<file path="config.mk">
export PLATFORM = sky130hd
export DESIGN_NAME = bcd_scan_counter
export DESIGN_NICKNAME = d
export VERILOG_FILES = /design/src/rtl/bcd_scan_counter.sv
export SDC_FILE = /design/constraint.sdc
export NUM_CORES = 1
export LEC_CHECK = 0
export ABC_AREA = 1
export ABC_CLOCK_PERIOD_IN_PS = 2700
export BUFFER_PORTS_ARGS = -buffer_cell sky130_fd_sc_hd__buf_2
export CAP_MARGIN = 20
export CORE_AREA = 2 2 94 96
export CTS_BUF_LIST = sky130_fd_sc_hd__clkbuf_8 sky130_fd_sc_hd__clkbuf_16
export CTS_CLUSTER_SIZE = 12
export DETAILED_ROUTE_END_ITERATION = 8
export DIE_AREA = 0 0 96 98
export GPL_ROUTABILITY_DRIVEN = 0
export PLACE_DENSITY = 0.79
export SYNTH_ARGS = -nofsm -noshare
export SYNTH_HDL_FRONTEND = slang
export SYNTH_SLANG_ARGS = --single-unit
</file>
<file path="constraint.sdc">
create_clock -name clk -period 2.7 [get_ports clk]
set_clock_uncertainty 0.2 [all_clocks]
set_input_delay 0.54 -clock clk [delete_from_list [all_inputs] [get_ports clk]]
set_output_delay 0.54 -clock clk [all_outputs]
set_load 0.02 [all_outputs]
</file>
<file path="src/rtl/bcd_scan_counter.sv">
// -----------------------------------------------------------------------------
// bcd_scan_counter
//
// Multi-digit BCD counter with a time-multiplexed, active-low 7-segment driver.
// A prescaler divides the board clock down to the count rate. Each tick steps
// the N-digit BCD value up or down, with the carry or borrow rippling through
// the digits. A separate scan divider walks the anode select across the digits.
//
// Parameters
//   CLK_HZ    input clock frequency in Hz
//   TICK_HZ   count rate in Hz (CLK_HZ/TICK_HZ must be an integer >= 2)
//   DIGITS    number of BCD digits / anodes, 1..8
//   SCAN_DIV  clk cycles each digit stays active while scanning, >= 1
//
// Ports
//   clk       system clock, all state on the rising edge
//   clr       asynchronous active-low reset
//   en        1 = prescaler and count run, 0 = both frozen
//   up_dn     1 = count up, 0 = count down (sampled in the tick cycle)
//   load      synchronous load strobe, has priority over a coincident tick
//   load_val  BCD load value, nibble 0 = least-significant digit
//   count     current BCD value (registered)
//   tick      one-cycle pulse while the prescaler sits at its terminal value
//   wrap      one-cycle pulse when the whole value rolls over (up or down)
//   seg       {a,b,c,d,e,f,g}, active-low
//   an        one-hot active-low anode select, bit 0 = least-significant digit
//
// Optional build macro
//   LEADING_ZERO_BLANK_EN  when defined, leading zero digits are blanked
//                          (digit 0 is always shown).
// -----------------------------------------------------------------------------
module bcd_scan_counter #(
  parameter int CLK_HZ   = 100000000,
  parameter int TICK_HZ  = 1,
  parameter int DIGITS   = 4,
  parameter int SCAN_DIV = 100000
) (
  input  logic                  clk,
  input  logic                  clr,
  input  logic                  en,
  input  logic                  up_dn,
  input  logic                  load,
  input  logic [4*DIGITS-1:0]   load_val,
  output logic [4*DIGITS-1:0]   count,
  output logic                  tick,
  output logic                  wrap,
  output logic [6:0]            seg,
  output logic [DIGITS-1:0]     an
);

  localparam int PRESC_MAX = (CLK_HZ / TICK_HZ) - 1;
  localparam int PRESC_W   = (PRESC_MAX > 0) ? $clog2(PRESC_MAX + 1) : 1;
  localparam int SCAN_W    = (SCAN_DIV > 1) ? $clog2(SCAN_DIV) : 1;
  localparam int IDX_W     = (DIGITS > 1) ? $clog2(DIGITS) : 1;
  localparam int CNT_W     = 4 * DIGITS;

  // ---------------------------------------------------------------------------
  // Helper functions
  // ---------------------------------------------------------------------------

  // Non-decimal nibbles are forced to 0 so the count always stays valid BCD.
  function automatic logic [3:0] bcd_sanitize(input logic [3:0] d);
    return (d > 4'd9) ? 4'd0 : d;
  endfunction

  // Active-low {a,b,c,d,e,f,g} pattern for one BCD digit.
  function automatic logic [6:0] seg_decode(input logic [3:0] d);
    logic [6:0] s;
    case (d)
      4'd0:    s = 7'b0000001;
      4'd1:    s = 7'b1001111;
      4'd2:    s = 7'b0010010;
      4'd3:    s = 7'b0000110;
      4'd4:    s = 7'b1001100;
      4'd5:    s = 7'b0100100;
      4'd6:    s = 7'b0100000;
      4'd7:    s = 7'b0001111;
      4'd8:    s = 7'b0000000;
      4'd9:    s = 7'b0000100;
      default: s = 7'b1111111;
    endcase
    return s;
  endfunction

  // ---------------------------------------------------------------------------
  // State
  // ---------------------------------------------------------------------------
  logic [PRESC_W-1:0] presc_q, presc_d;
  logic [CNT_W-1:0]   count_q, count_d;
  logic               wrap_q,  wrap_d;
  logic [SCAN_W-1:0]  scan_q,  scan_d;
  logic [IDX_W-1:0]   idx_q,   idx_d;
  logic [DIGITS-1:0]  an_q,    an_d;
  logic [6:0]         seg_q,   seg_d;

  // ---------------------------------------------------------------------------
  // Prescaler: tick is the terminal-value cycle qualified by en, so a frozen
  // prescaler parked on its terminal value does not keep re-firing.
  // ---------------------------------------------------------------------------
  logic presc_term;

  assign presc_term = (presc_q == PRESC_W'(PRESC_MAX));
  assign tick       = en & presc_term;

  always_comb begin
    presc_d = presc_q;
    if (en) begin
      presc_d = presc_term ? '0 : presc_q + PRESC_W'(1);
    end
  end

  // ---------------------------------------------------------------------------
  // BCD count. The unit step enters digit 0 and ripples as long as digits
  // roll over; if it falls out of the top digit the whole value has wrapped.
  // A load swallows a coincident tick entirely, including its wrap.
  // ---------------------------------------------------------------------------
  logic       ripple;
  logic [3:0] dig_cur;
  logic [3:0] dig_nxt;

  always_comb begin
    count_d = count_q;
    wrap_d  = 1'b0;
    ripple  = 1'b0;
    dig_cur = 4'd0;
    dig_nxt = 4'd0;

    if (load) begin
      for (int i = 0; i < DIGITS; i++) begin
        count_d[4*i +: 4] = bcd_sanitize(load_val[4*i +: 4]);
      end
    end else if (tick) begin
      ripple = 1'b1;
      for (int i = 0; i < DIGITS; i++) begin
        dig_cur = count_q[4*i +: 4];
        dig_nxt = dig_cur;
        if (ripple) begin
          if (up_dn) begin
            if (dig_cur == 4'd9) begin
              dig_nxt = 4'd0;
              ripple  = 1'b1;
            end else begin
              dig_nxt = dig_cur + 4'd1;
              ripple  = 1'b0;
            end
          end else begin
            if (dig_cur == 4'd0) begin
              dig_nxt = 4'd9;
              ripple  = 1'b1;
            end else begin
              dig_nxt = dig_cur - 4'd1;
              ripple  = 1'b0;
            end
          end
        end
        count_d[4*i +: 4] = dig_nxt;
      end
      wrap_d = ripple;
    end
  end

  // ---------------------------------------------------------------------------
  // Scan divider and digit index; free-running, independent of en.
  // ---------------------------------------------------------------------------
  logic scan_term;

  assign scan_term = (scan_q == SCAN_W'(SCAN_DIV - 1));

  always_comb begin
    scan_d = scan_term ? '0 : scan_q + SCAN_W'(1);
    idx_d  = idx_q;
    if (scan_term) begin
      idx_d = (idx_q == IDX_W'(DIGITS - 1)) ? '0 : idx_q + IDX_W'(1);
    end
  end

  // ---------------------------------------------------------------------------
  // Display stage: an and seg are registered together from the same index.
  // ---------------------------------------------------------------------------
  logic [3:0] disp_digit;
`ifdef LEADING_ZERO_BLANK_EN
  logic       disp_blank;
  logic       zero_above;
`endif

  always_comb begin
    disp_digit = 4'd0;
`ifdef LEADING_ZERO_BLANK_EN
    disp_blank = 1'b0;
    zero_above = 1'b1;
    // Walk from the most-significant digit down; a digit is a leading zero
    // when it and everything above it are zero.
    for (int i = DIGITS - 1; i >= 0; i--) begin
      zero_above = zero_above & (count_q[4*i +: 4] == 4'd0);
      if (idx_q == IDX_W'(i)) begin
        disp_blank = zero_above & (i != 0);
      end
    end
`endif
    for (int i = 0; i < DIGITS; i++) begin
      if (idx_q == IDX_W'(i)) begin
        disp_digit = count_q[4*i +: 4];
      end
    end

    an_d  = ~(DIGITS'(1) << idx_q);
    seg_d = seg_decode(disp_digit);
`ifdef LEADING_ZERO_BLANK_EN
    if (disp_blank) begin
      seg_d = 7'b1111111;
    end
`endif
  end

  // ---------------------------------------------------------------------------
  // Register stage
  // ---------------------------------------------------------------------------
  always_ff @(posedge clk or negedge clr) begin
    if (!clr) begin
      presc_q <= '0;
      count_q <= '0;
      wrap_q  <= 1'b0;
      scan_q  <= '0;
      idx_q   <= '0;
      an_q    <= '1;
      seg_q   <= 7'b1111111;
    end else begin
      presc_q <= presc_d;
      count_q <= count_d;
      wrap_q  <= wrap_d;
      scan_q  <= scan_d;
      idx_q   <= idx_d;
      an_q    <= an_d;
      seg_q   <= seg_d;
    end
  end

  assign count = count_q;
  assign wrap  = wrap_q;
  assign an    = an_q;
  assign seg   = seg_q;

endmodule
</file>
**Yosys cells after proc, flatten, opt, wreduce, memory -nomap -nowiden**

Memory sizes are Yosys's and may differ from the RTL's. A register that Yosys moved wholly into a read port is not among the register bits.
Index checks and enable logic that the tools add are counted.

- Bits of input ports: 21
- Memories kept: 1
- Bits in registers: 67
- Memory bits (read-only): 112

Memories:

| memory | depth | bits a word | read ports | clocked after Yosys merged registers in | wr ports | line | RTL |
|---|---|---|---|---|---|---|---|
| (no name shown) | 16 | 7 | 1 | 1 | 0 | 69 | `case (d)` |

- Reductions and logical operators: 13
- Order comparisons: 4
- Mux-type cells: 51
- Add/sub/neg operators: 11
- Shift-type cells: 1
- Eq/ne operators: 9
- Bitwise gates (word level): 2

Operators with widths:

| kind | number |
|---|---|
| 2-to-1 mux 4 bit | 23 |
| 2-to-1 mux 16 bit | 2 |
| adder 27 x 1 -> 27 bit, second input constant | 1 |
| equality test 27 bit, second input constant | 1 |
| 2-to-1 mux 27 bit | 1 |
| 2-to-1 mux 1 bit | 23 |
| adder 17 x 1 -> 17 bit, second input constant | 1 |
| equality test 17 bit, second input constant | 1 |
| 2-to-1 mux 17 bit | 1 |
| adder 4 x 1 -> 4 bit, second input constant | 4 |
| equality test 4 bit, second input constant | 4 |
| > comparator 4 bit, second input constant | 4 |
| logical NOT 4 bit | 4 |
| subtractor 4 x 1 -> 4 bit, second input constant | 4 |
| nonzero test 2 bit | 4 |
| AND reduction 2 bit | 3 |
| equality test 2 bit, second input constant | 2 |
| NOT 4 bit | 1 |
| << shifter 1 x 2 -> 4 bit, first input constant | 1 |
| adder 2 x 1 -> 2 bit, second input constant | 1 |
| equality test 2 x 1 -> 1 bit, second input constant | 1 |
| logical NOT 2 bit | 1 |
| 2-to-1 mux 2 bit | 1 |
| AND 1 bit | 1 |
| logical NOT 1 bit | 1 |

**Logic depth before layout (Yosys ltp)**

Gate-level depths: netlist (run 1).

- Depth after elaboration: 14
- Depth in mapped cells: 14
- Gate-level depth less buffers: 14

**Worst setup path before layout (run 1)**

No wires, ideal clock.

- Path kind: flip-flop to flip-flop
- Start: register idx_q[1]
- End: register seg_q[3] (netlist: seg[3])
- Setup time: 0.081 ns
- Stages on the path, launching flop included: 14
- Slack: 0.617 ns
- Path buffers: 0
- Arrival: 1.803 ns
- Period minus slack after synthesis: 2.083 ns
- Required time: 2.419 ns
- Cells stage by stage: dfrtp_1 -> inv_1 -> ha_1 -> inv_1 -> nand2_1 -> o22ai_1 -> nand2_1 -> a21oi_1 -> inv_1 -> ha_1 -> nand2_1 -> nand2_1 -> nand2_1 -> nand2_1

- Word-level cells in the longest chain between the ends: 5

Ends and longest elaborated chain:

| what | line | RTL |
|---|---|---|
| start: declaration | 92 | `logic [IDX_W-1:0] idx_q, idx_d;` |
| start signal: assignment | 232 | `idx_q <= idx_d;` |
| logical NOT 2 bit | 201 | `if (idx_q == IDX_W'(i)) begin` |
| 2-to-1 mux 4 bit (3 in series) | 201 |  |
| 2-to-1 mux 4 bit (*) | 201 |  |
| end: declaration | 94 | `logic [6:0] seg_q, seg_d;` |

Every way passes the cells marked *; elsewhere a longest branch is shown, timed or not.
A chain may end at the register's enable or synchronous reset.

**Worst setup path in the final report (run 1)**

- Start: register presc_q[0]
- End: output port tick

- Word-level cells in the longest chain between the ends: 2

Ends and longest elaborated chain:

| what | line | RTL |
|---|---|---|
| start: declaration | 88 | `logic [PRESC_W-1:0] presc_q, presc_d;` |
| start signal: assignment | 228 | `presc_q <= presc_d;` |
| equality test 27 bit | 102 | `assign presc_term = (presc_q == PRESC_W'(PRESC_MAX));` |
| AND 1 bit | 103 | `assign tick = en & presc_term;` |
| end: declaration | 45 | `output logic tick,` |

No other way between the ends.

==> results.ini, run 1 <==
[synthesis]
yosys_warnings=0
yosys.area.top_type_share_pct=32.2
synthFlopType=dfrtp_1
synthTopCellsByArea=dfrtp_1 32%, nand2_1 18%, nand3_1 7.6%, inv_1 7.4%, nor2_1 6.4%
ys_seq_area_share_pct=38.1
synth_enable_flop_cells=0
ys_types=37
synth_cells=725
synthArstFlopShare_pct=100
yosys.area.top_type=dfrtp_1
syn_nets=757
synth_area_um2=4900
yosys_register_bits=74
postSynthAreaPerCell_um2=6.76

[cts]
cts_num_sinks=74
clk_pin_slew_ps=80
cts_buffers=9
cts_htree_levels=3
cts_buffer_depth=2
cts_root_buf=clkbuf_8
cts_tree=built
clock_latency_ps=360

[global_routing]
overflow=0
use_met1_pct=36.4
grt_usage_pct=26.2
grt_first_pass_wirelength_um=19700
grt_max_degree=48
antenna_found_initial=0
busiest_layer=met2
met3_usage_pct=5.09
met2_usage_pct=41.5
first_global_vias=4362

[worst_setup_path]
critPathRequiredTime_ps=1960
worst_setup_path_start_kind=flip-flop
critical_path_arrival_ps=1880
reg2reg_slack_ps=300
rr_endpoint=seg[3]
rr_startpoint=idx_q[1]
slowest_delay_ps=380
path_delay_family=simple AND/OR/NAND/NOR gates
crit_type=flip-flop to output port
cpMaxStageDelayCell=dfrtp_1
end_kind=output port
cp_max_fo=10
cp_cell_sequence=ha_1, nand2_1, nor2_4, nand2_4, nor2_8, nand3_4, inv_4, buf_2
cp.buffers_inverters=2
r2r_cells=13

[hold_path]
hold_depth=3
hold_end=count[3]
hold_class=input pin to flip-flop
holdCritStartpoint=load_val[3]

[pwr]
ir_worst_vdd_mv=0.392
p_leak_nw=3.06
powerDensity_nw_per_um2=545
finalPower_w=0.00298

[timing]
setup_violations=0
post-route-min-period_ps=2620
drv_slew=0
max_freq_mhz=381
fin_crit_sh_pct=97.1
finalSetupTns_ps=0
relSlewSlack_pct=51.5
worst_slew_pin_slew_ps=727
hold_viol_final=0
setup_slack_ps=78.7

[drt]
drc=0
dr_total_vias=4847
wl_per_cell_um=13.2
vias_per_cell=5.45
first_pass_iters=5
initialDrtViolationCount=315
wl_um=11700
drtAntennaViolNets=0

[run_status]
status=finished, final reports clean

[job]
drv_cap=0

[placed_design]
port_buffers=49
post-dp-hpwl_um=8630
place_worst_setup_slack_ps=341

[floorplan]
start_util_pct=57.9
core_um2=8470
rows=34
die_w_um=96
dieArea_um2=9410
io_pins=50
die_h_um=98

[final_layout]
nNetsFinal=809
utilization_pct=64.5
area_growth_pct=11.4
nFillCells=734
drive_gt1_share_pct=13.2
multi_input_area_um2=2610
antenna_cells=0
seq_area_um2=1870

## registers in the layout, summed over array words and instances (netlist names)
register	count
an	4
count	16
idx_q	2
presc_q	27
scan_q	17
seg	7
wrap	1
## report_power, final
part	internal, W	total, W	switching (W)
combinational	0.000262	0.000771	0.000510
clock	0.000382	0.000812	0.000430
sequential	0.00124	0.00139	0.000156
total	0.00188	0.00298	0.00110
## Yosys cell counts, types with 11 or more instances
master and n:
dfstp_2 11, o21ai_0 29, inv_1 96, nor2_1 84, ha_1 11, nand3_1 74
nand4_1 14, a21oi_1 14, dfrtp_1 63, nand2_1 237, xor2_1 19, nor3_1 13
## cell families after synthesis
kind of cell    after synthesis  share of synthesized area (%)
fa+ha+maj                    11                           2.81
buf+inv                     113                           8.86
xor+xnor                     21                           3.75
compound gates               53                           5.74
flops                        74                           38.1
simple gates                453                           40.8
## layout make-up
cell class	count	share of cell area [%]
multi-input combinational	538	47.7
inverter	102	7.06
timing repair buffer	52	5.22
tap	108	2.47
clock inverter	6	0.619
clock buffer	10	2.73
sequential	74	34.2
## per-stage QoR
stage,cells,hold slack (ps),cell area (um2)
2_1_floorplan,725,44.4,4900
3_3_place_gp,872,247,5250
3_5_place_dp,872,264,5250
4_1_cts,889,259,5450
5_1_grt,890,266,5460
6_report,890,263,5460
## metal layers
layer,part of all wire [%],up-vias
li1,-,2395
met1,43,2239
met2,48,183
met3,6.6,30
met4,2.0,0
met5,0,-
## how the worst max path moves through the flow
stage	from	to	slack, ps	depth (start not counted)
after floorplan	idx_q[1]	seg[3]	620	13
after global placement	presc_q[0]	tick	470	8
after detailed placement	idx_q[1]	seg[3]	340	13
after CTS	presc_q[0]	tick	20	8
after global routing	presc_q[0]	tick	-5	8
final	presc_q[0]	tick	80	8
## cell usage in the layout, fill, tap and decap left out, types with 4 or more instances in the layout
master / n
nor4_1: 4
nor2_2: 4
nand2_1: 237
xor2_1: 19
nor2_1: 84
dfrtp_1: 63
nand4_1: 14
nand2_2: 5
buf_2: 48
ha_1: 11
inv_2: 5
nor3_1: 13
clkbuf_8: 9
inv_1: 98
a21oi_1: 14
dfstp_2: 11
o21ai_0: 29
nand3_1: 74
## timing repair
item	4_1_cts	5_1_grt
gates resized for setup	0	2
hold buffers	1	0
setup endpoints to repair	0	1
endpoints found under the hold margin	27	0
setup buffers	0	1
## worst reg2reg max path, cell delays in order (launching register included)
cell	delay, ps
dfrtp_1	390
inv_1	90
ha_1	220
inv_1	140
nand2_1	100
o22ai_1	130
nand2_1	70
a21oi_1	280
inv_1	140
ha_1	330
nand2_1	80
nand2_1	50
nand2_1	50
nand2_1	50
Note: power is estimated with default switching activity, not from simulation.
==> run 2: changes to the inputs <==
--- a/config.mk
+++ b/config.mk
@@ -8,14 +8,12 @@
 export ABC_AREA = 1
 export ABC_CLOCK_PERIOD_IN_PS = 2700
 export BUFFER_PORTS_ARGS = -buffer_cell sky130_fd_sc_hd__buf_2
-export CAP_MARGIN = 20
-export CORE_AREA = 2 2 94 96
+export CORE_AREA = 2 2 122 124
 export CTS_BUF_LIST = sky130_fd_sc_hd__clkbuf_8 sky130_fd_sc_hd__clkbuf_16
 export CTS_CLUSTER_SIZE = 12
 export DETAILED_ROUTE_END_ITERATION = 8
-export DIE_AREA = 0 0 96 98
+export DIE_AREA = 0 0 124 126
 export GPL_ROUTABILITY_DRIVEN = 0
-export PLACE_DENSITY = 0.79
 export SYNTH_ARGS = -nofsm -noshare
 export SYNTH_HDL_FRONTEND = slang
 export SYNTH_SLANG_ARGS = --single-unit
==> results.ini, run 2 (synthesis gave the netlist of run 1 again) <==
[run_status]
status=finished, final reports clean

[drt]
met1_length_um=5820
dr_total_vias=4656
wl_per_cell_um=12.5
vias_per_cell=4.79
wl_um=12200
met2_length_um=5480
initialDrtViolationCount=322
drtAntennaViolNets=0
first_pass_iters=6
drc=0
top_layer=met4
wl_met3_um=503

[final_layout]
seq_area_um2=1870
layout_common_cells=237 x nand2_1, 98 x inv_1, 84 x nor2_1, 74 x nand3_1, 63 x dfrtp_1
antenna_cells=0
regMostFlops=presc_q
nFillCells=1515
drive_gt1_share_pct=13.8
multi_input_area_um2=2610
final_common_cell=nand2_1
largest_register_ffs=27
area_growth_pct=16.9
nNetsFinal=815

[timing]
drv_slew=0
setup_violations=0
finalSetupTns_ps=0
hold_viol_final=0
worst_slew_pin_slew_ps=608
relSlewSlack_pct=59.1
max_freq_mhz=388
post-route-min-period_ps=2580
fin_crit_sh_pct=95.5
holdWs_ps=259
rsz0062_at_grt=no

[floorplan]
io_pins=50
rows=44
core_um2=14300
die_h_um=126
dieArea_um2=15600
die_w_um=124
start_util_pct=34.2

[worst_setup_path]
worst_setup_path_start_kind=flip-flop
cp.buffers_inverters=2
critical_path_arrival_ps=1840
cp_max_fo=9
crit_type=flip-flop to output port
critPathRequiredTime_ps=1960
critical_path_depth=8
path_delay_family=simple AND/OR/NAND/NOR gates
end_kind=output port
r2r_cells=13
cp_cell_sequence=ha_1, nand2_1, nor2_4, nand2_4, nor2_8, nand3_4, inv_6, buf_2
cpMaxStageDelayCell=dfrtp_1
slowest_delay_ps=400

[cts]
cts_root_buf=clkbuf_16
clk_pin_slew_ps=60
cts_htree_levels=3
cts_tree=built
cts_buffer_depth=2
cts_buffers=9
cts_num_sinks=74
clock_latency_ps=340

[hold_path]
hold_class=flip-flop to flip-flop
hold_depth=1

[global_routing]
grt_first_pass_wirelength_um=20800
grt_usage_pct=16.8
antenna_found_initial=0
first_global_vias=4449
overflow=0
grt_max_degree=42

[pwr]
powerDensity_nw_per_um2=592
ir_worst_vdd_mv=0.319
p_leak_nw=3.15

[placed_design]
port_buffers=49
post-dp-hpwl_um=9290

[job]
drv_cap=0

[run 2: cell count changes in the layout (fill, tap and decap cells not counted)]
| cell | previous run | this run |
|---|---|---|
| buf_4 | 2 | 8 |
| clkbuf_16 | 1 | 11 |
| clkbuf_8 | 9 | 1 |
| clkinv_2 | 2 | 1 |
| clkinv_4 | 1 | 0 |
| clkinvlp_4 | 1 | 0 |
| inv_4 | 1 | 0 |
| inv_6 | 0 | 2 |
[run 2: final cells by class]
cell class / instances / area share, %
repair buffers: 58 / 5.76
inverters: 102 / 6.77
multi-input cells: 538 / 45.5
clock buffers: 12 / 5.04
flip-flops and latches: 74 / 32.5
well taps: 184 / 4.02
clock inverters: 4 / 0.371
[run 2: worst paths after layout]
check | start | endpoint | slack, ps
worst max-delay path | presc_q[0] | tick | 120
worst min-delay path | scan_q[0] | scan_q[0] | 260
worst max register to register | idx_q[1] | seg[3] | 310
worst min register to register | scan_q[0] | scan_q[0] | 260
max in group asynchronous | clr | seg[6] | 1170
min in group asynchronous | clr | presc_q[5] | 490
[run 2: layer usage]
metal | GRT usage, % | up-vias
met4 | 8.33 | 0
met1 | 23.3 | 2125
met3 | 2.67 | 27
met5 | 0 | -
li1 | - | 2406
met2 | 25.5 | 98
[run 2: through the flow]
stage | power, W | worst slack, ps | cell area, um2 | instances | utilization (%)
6_report | 0.00339 | 122 | 5730 | 972 | 40.0
5_1_grt | 0.00362 | 24.8 | 5730 | 972 | 40.0
4_1_cts | 0.00344 | 34.8 | 5690 | 968 | 39.8
3_5_place_dp | 0.00218 | 364 | 5370 | 951 | 37.5
3_3_place_gp | 0.00219 | 411 | 5370 | 951 | 37.5
2_1_floorplan | 0.00192 | 617 | 4900 | 725 | -
[run 2: where the power goes]
part	internal (W)	switching, W	total [W]
sequential	0.00124	0.000160	0.00140
clock	0.000755	0.000474	0.00123
combinational	0.000260	0.000507	0.000767
total	0.00225	0.00114	0.00339
[run 2: repair_timing]
action / 4_1_cts / 5_1_grt
endpoints found under the hold margin: 33 / 0
hold buffers: 1 / 0
endpoints found under the setup margin: 1 / 1
resized for setup: 1 / 2
gates cloned: 0 / 0
setup buffers: 0 / 4
